[config.mk]
export PLATFORM = sky130hd
export DESIGN_NAME = decoder_3to8
export DESIGN_NICKNAME = d
export VERILOG_FILES = /design/src/rtl/decoder_3to8_pkg.sv /design/src/rtl/decoder_3to8_core.sv /design/src/rtl/decoder_3to8.sv
export SDC_FILE = /design/constraint.sdc
export NUM_CORES = 1
export LEC_CHECK = 0
export BUFFER_PORTS_ARGS = -buffer_cell sky130_fd_sc_hd__buf_2
export CAP_MARGIN = 40
export CORE_AREA = 2 2 39 41
export DETAILED_ROUTE_END_ITERATION = 16
export DIE_AREA = 0 0 41 43
export PLACE_DENSITY = 0.51
export SLEW_MARGIN = 20
export SYNTH_ARGS = -nofsm -noshare
export SYNTH_HDL_FRONTEND = slang
export SYNTH_SLANG_ARGS = --single-unit
[constraint.sdc]
create_clock -name clk -period 1.2 [get_ports clk]
set_clock_uncertainty 0.2 [all_clocks]
set_input_delay 0.24 -clock clk [delete_from_list [all_inputs] [get_ports clk]]
set_output_delay 0.24 -clock clk [all_outputs]
set_load 0.02 [all_outputs]
[src/rtl/decoder_3to8_pkg.sv]
// Shared widths and the idle (all-outputs-high) value for the registered 3-to-8 decoder.
package decoder_3to8_pkg;

    localparam int SEL_W = 3;
    localparam int OUT_W = 8;

    localparam logic [OUT_W-1:0] Y_IDLE = 8'hFF;

endpackage : decoder_3to8_pkg

[src/rtl/decoder_3to8_core.sv]
// Combinational one-cold decode: the selected line goes low only when enabled.
module decoder_3to8_core
    import decoder_3to8_pkg::*;
(
    input  logic             en,
    input  logic [SEL_W-1:0] idx,
    output logic [OUT_W-1:0] y_n
);

    logic [OUT_W-1:0] one_hot;

    always_comb begin
        one_hot = {{(OUT_W-1){1'b0}}, 1'b1} << idx;
        y_n     = en ? ~one_hot : Y_IDLE;
    end

endmodule : decoder_3to8_core

[src/rtl/decoder_3to8.sv]
// 74x138-style registered decoder: three enables, three address bits, eight
// active-low outputs driven straight from a flop so the strobe bus is glitch-free.
module decoder_3to8
    import decoder_3to8_pkg::*;
(
    input  logic clk,
    input  logic rst,
    input  logic E1_n,
    input  logic E2_n,
    input  logic E3,
    input  logic A0,
    input  logic A1,
    input  logic A2,
    output logic Y0_n,
    output logic Y1_n,
    output logic Y2_n,
    output logic Y3_n,
    output logic Y4_n,
    output logic Y5_n,
    output logic Y6_n,
    output logic Y7_n
);

    // No handshake: inputs are sampled on every rising edge and the decode
    // appears on the outputs exactly one edge later.
    logic             en;
    logic [SEL_W-1:0] idx;
    logic [OUT_W-1:0] y_n_next;
    logic [OUT_W-1:0] y_n_q;

    assign en  = ~E1_n & ~E2_n & E3;
    assign idx = {A2, A1, A0};

    decoder_3to8_core u_core (
        .en  (en),
        .idx (idx),
        .y_n (y_n_next)
    );

    // Reset wins over any enable/address combination on the same edge.
    always_ff @(posedge clk) begin
        if (rst) begin
            y_n_q <= Y_IDLE;
        end else begin
            y_n_q <= y_n_next;
        end
    end

    a_one_cold: assert property (@(posedge clk) disable iff (rst) $countones(~y_n_q) <= 1);

    assign Y0_n = y_n_q[0];
    assign Y1_n = y_n_q[1];
    assign Y2_n = y_n_q[2];
    assign Y3_n = y_n_q[3];
    assign Y4_n = y_n_q[4];
    assign Y5_n = y_n_q[5];
    assign Y6_n = y_n_q[6];
    assign Y7_n = y_n_q[7];

endmodule : decoder_3to8

==> results of run 1 <==
## path summary, 6_finish.rpt
check	start	to	slack, ns	cells past startpoint
max	y_n_q[4]	Y4_n	0.04	1
min	A1	y_n_q[7]	0.04	2
## metal layers
metal / global-route usage (%) / share of wire (%)
met1: 8.497 / 48
met2: 7.187 / 36
met3: 4.712 / 15
met4: 8.000 / 1.1
met5: 0 / 0
## power by group
part / total (mW) / switching, mW / leakage (nW) / internal (mW)
logic: 0.0386 / 0.0209 / 0.0667 / 0.0178
registers: 0.268 / 0.000338 / 0.0648 / 0.268
clock network: 0.197 / 0.0829 / 0.0138 / 0.114
## cells by family after synthesis
family | after synthesis | synth area share (%)
and+or+nand+nor | 12 | 37.25
DFF | 8 | 62.74
## Yosys cell counts
| cell | count | area share, % |
|---|---|---|
| nand3_1 | 1 | 2.0 |
| nand4_1 | 1 | 2.5 |
| nor3b_1 | 2 | 5.9 |
| nand3b_1 | 1 | 2.9 |
| nor2_1 | 1 | 1.5 |
| nand4b_1 | 3 | 10 |
| nor4b_4 | 1 | 9.3 |
| dfxtp_1 | 8 | 63 |
| nand2_1 | 2 | 2.9 |
## per-stage QoR
stage	area [sq um]	util (%)	worst slack [ns]	TNS, ns
floorplan	255.2	-	0.1127	0
global route	380.4	27.49	0.004990	0
detailed placement	357.8	25.86	-0.03016	-0.06421
finish	380.4	27.49	0.04249	0
CTS	380.4	27.49	0.02632	0
global placement	357.8	25.86	-0.01825	-0.02334
## final cells by class
cell class                 instances  area, sq um  share of cell area (%)
clock buffer                       3        22.52                   5.921
multi-input combinational         12        95.09                   25.00
sequential                         8        160.2                   42.11
tap                               16        20.02                   5.263
timing repair buffer              16        82.58                   21.71
==> results.cfg, run 1 <==
[detailed_routing]
drcViolationCount = 0
ant_nets = 0
drt-total-wl_um = 560
wl_per_cell_um = 10.18
first_pass_iters = 4
vias_per_cell = 4.200
via_count = 231
drtIter0Drc = 4

[setup_path]
crit_type = reg -> out
timing.critical_path.slowest_stage_cell = dfxtp_1
crit_buf_inv = 1
critPathTopFamily = flip-flops
arrival_ns = 0.72
crit_required_ns = 0.76
worstPathMaxFanout = 1
cp_cell_sequence = buf_2
endpoint_kind = primary output
start_kind = flop
slowest_delay_ns = 0.31

[sta]
worstMarginPinSlew_ns = 0.1749
slew_violations = 0
finalCritPeriodShare_pct = 96.46
setup_viol = 0
relSlewSlack_pct = 88.29
finalHoldViolations = 0
rsz0062_at_grt = no
hold_slack_ns = 0.03875
min_period_ns = 1.158
fmax_mhz = 863.9

[logic_synthesis]
syn_area_sq_um = 255.2
synthCells = 20
synth_nets = 28
ys_types = 9
synth-seq-area-share_pct = 62.75
yosysWarningCount = 0
syn_avg_cell_area_sq_um = 12.76
synth.ff_latch_count = 8

[floorplan]
boundaryPins = 16
die_y_um = 43
die_w_um = 41
initial_core_util_pct = 18.44
dieArea_sq_um = 1763
row_count = 14
core_sq_um = 1384

[clock_network]
hold_buffers = 0
cts_sinks = 8
numCtsBuffers = 3
cts_setup_buffers = 0
clk_pin_slew_ns = 0.05
cts-resized-gates = 0
cts_tree = done
cts_max_level = 1
clock_path_buffers = 2
cts_root_buf = clkbuf_4

[min_path]
hp-class = in -> reg

[final_layout]
reg_top3 = y_n_q x8
antenna_cells = 0
final_common_cell = buf_2
fillCellCount = 151
mostFrequentLayoutCells = buf_2, dfxtp_1, nand4b_1, clkbuf_4
nNetsFinal = 49
area_growth_pct = 49.02
largest_reg_flops = 8
max_flop_register = y_n_q
stdcell_count = 55
drive_above_1_share_pct = 51.28

[place]
io_buffers = 15
dp_hpwl_um = 408.4
gp_congestion = 0.6437
placed_cells = 52

[status]
status = finished, final reports clean

[global_routing]
grt_max_degree = 9
grt_pass1_wl_um = 738
overflow = 0
antenna_found_initial = 0
grtUsageTotal_pct = 7.064
first_global_vias = 192

[power_and_ir_drop]
power_density_nw_per_um2 = 1324
vdd_drop_max_uv = 343.8
total_power_uw = 503.5
leakagePower_nw = 0.1454

[run]
maxCapViolations = 0
No activity file was read; power rests on OpenSTA's default activity.
==> inputs of run 2 (changes only) <==
==> constraint.sdc (replaced) <==
create_clock -name clk -period 1.2 [get_ports clk]
set_clock_uncertainty 0.2 [all_clocks]
set_input_delay 0 -clock clk [delete_from_list [all_inputs] [get_ports clk]]
set_output_delay 0 -clock clk [all_outputs]
set_load 0.02 [all_outputs]
==> run 2 against run 1 <==
Net effect:
- the run now ends with hold timing left
- highest routed layer is now met3
- core utilization up 1.6 points
- total power down 0.85%
- die area unchanged
==> results.cfg, run 2 (synthesis results as in run 1) <==
[final_layout]
fillCellCount = 148
antenna_cells = 0
final_common_cell = buf_2
area_growth_pct = 57.84
nNetsFinal = 51
largest_reg_flops = 8
max_flop_register = y_n_q
drive_above_1_share_pct = 46.34
reg_top3 = y_n_q x8
mostFrequentLayoutCells = buf_2, dfxtp_1, nand4b_1, clkbuf_4, dlygate4sd3_1

[setup_path]
timing.critical_path.slowest_stage_cell = dlygate4sd3_1
crit_buf_inv = 2
cp_cell_sequence = dlygate4sd3_1 -> buf_2 -> nor3b_1 -> nand2_1
arrival_ns = 0.96
start_kind = input port
critPathTopFamily = buffers and inverters
endpoint_kind = flop
crit_required_ns = 1.11
crit_type = in -> reg
worstPathMaxFanout = 8
slowest_delay_ns = 0.52
cp_num_cells = 4

[sta]
finalHoldViolations = 8
setup_viol = 0
rsz0062_at_grt = no
finalCritPeriodShare_pct = 87.92
hold_slack_ns = -0.1942
slew_violations = 0
setup_tns_ns = 0
worstMarginPinSlew_ns = 0.4509
relSlewSlack_pct = 69.82
min_period_ns = 1.055
fmax_mhz = 947.8

[global_routing]
grt_pass1_wl_um = 814
antenna_found_initial = 0
grtUsageTotal_pct = 7.150
overflow = 0
grt_max_degree = 9
first_global_vias = 223

[clock_network]
cts_tree = done
hold_buffers = 3
cts_sinks = 8
cts_root_buf = clkbuf_4
clk_pin_slew_ns = 0.05
clock_path_buffers = 2
cts_max_level = 1
numCtsBuffers = 3

[min_path]
hp-class = in -> reg
whs_path_depth = 3

[floorplan]
dieArea_sq_um = 1763
core_sq_um = 1384
boundaryPins = 16
initial_core_util_pct = 18.44
row_count = 14
die_y_um = 43
die_w_um = 41

[power_and_ir_drop]
leakagePower_nw = 0.1525
power_density_nw_per_um2 = 1239
switching_share_pct = 19.03
internal_power_uw = 404.2
clkPwrFrac_pct = 37.4
vdd_drop_max_uv = 451.9
seq_power_share_pct = 53.7
switching_power_uw = 94.99
p_comb_share_pct = 8.9

[run]
maxCapViolations = 0

[place]
gp_congestion = 0.6497
io_buffers = 15

[detailed_routing]
drt-total-wl_um = 531
first_pass_iters = 1
via_count = 227
ant_nets = 0
wl_per_cell_um = 9.316
drcViolationCount = 0
drtIter0Drc = 0
vias_per_cell = 3.982

[status]
violations = hold timing
status = finished, violations left
-- run 2: cell count changes in the layout (fill, tap and decap cells not counted) --
cell and delta:
buf_4 -1, dlygate4sd3_1 +3
-- run 2: cell type report --
type / instances / area [sq um] / share of cell area [%]
clock buffer: 3 / 22.52 / 5.590
multi-input combinational: 12 / 95.09 / 23.60
sequential: 8 / 160.2 / 39.75
tap: 16 / 20.02 / 4.969
timing repair buffer: 18 / 105.1 / 26.09
-- run 2: path summary, 6_finish.rpt --
| path | slack [ns] | to | from |
|---|---|---|---|
| hold / removal | -0.19 | y_n_q[4] | rst |
| setup / recovery | 0.14 | y_n_q[1] | A1 |
-- run 2: tightest hold or removal path, stage by stage --
cell and delay [ns]:
buf_2 0.10, nor4b_4 0.06, nand2_1 0.05
-- run 2: what timing repair did --
item | CTS | global route
endpoints found under the setup margin | 0 | 0
resized for setup | 0 | 0
buffers inserted | 0 | 0
hold endpoints to repair | 8 | 8
-- run 2: layer usage --
layer  track usage [%]  up-vias  wire length [um]
li1                  -      116                 -
met1             8.117       95               213
met2             9.688       16               224
met3             3.141        0                93
met4             6.000        0                 0
met5                 0        -                 0
-- run 2: power by group through the flow --
| stage | sequential (mW) | combinational [mW] | clock [mW] |
|---|---|---|---|
| detailed placement | 0.273 | 0.0364 | 0 |
| CTS | 0.268 | 0.0437 | 0.199 |
| global route | 0.268 | 0.0469 | 0.217 |
| floorplan | 0.275 | 0.0105 | 0 |
| global placement | 0.273 | 0.0360 | 0 |
| finish | 0.268 | 0.0442 | 0.187 |
-- run 2: per-stage QoR --
step	utilization (%)	cells	total power [mW]	setup slack, ns	area [sq um]
6_report	29.11	57	0.4992	0.1449	402.9
5_1_grt	29.11	57	0.5317	0.08127	402.9
3_5_place_dp	25.32	51	0.3097	0.1365	350.3
2_1_floorplan	-	20	0.2859	0.3527	255.2
4_1_cts	29.11	57	0.5104	0.1466	402.9
3_3_place_gp	25.32	51	0.3094	0.1483	350.3
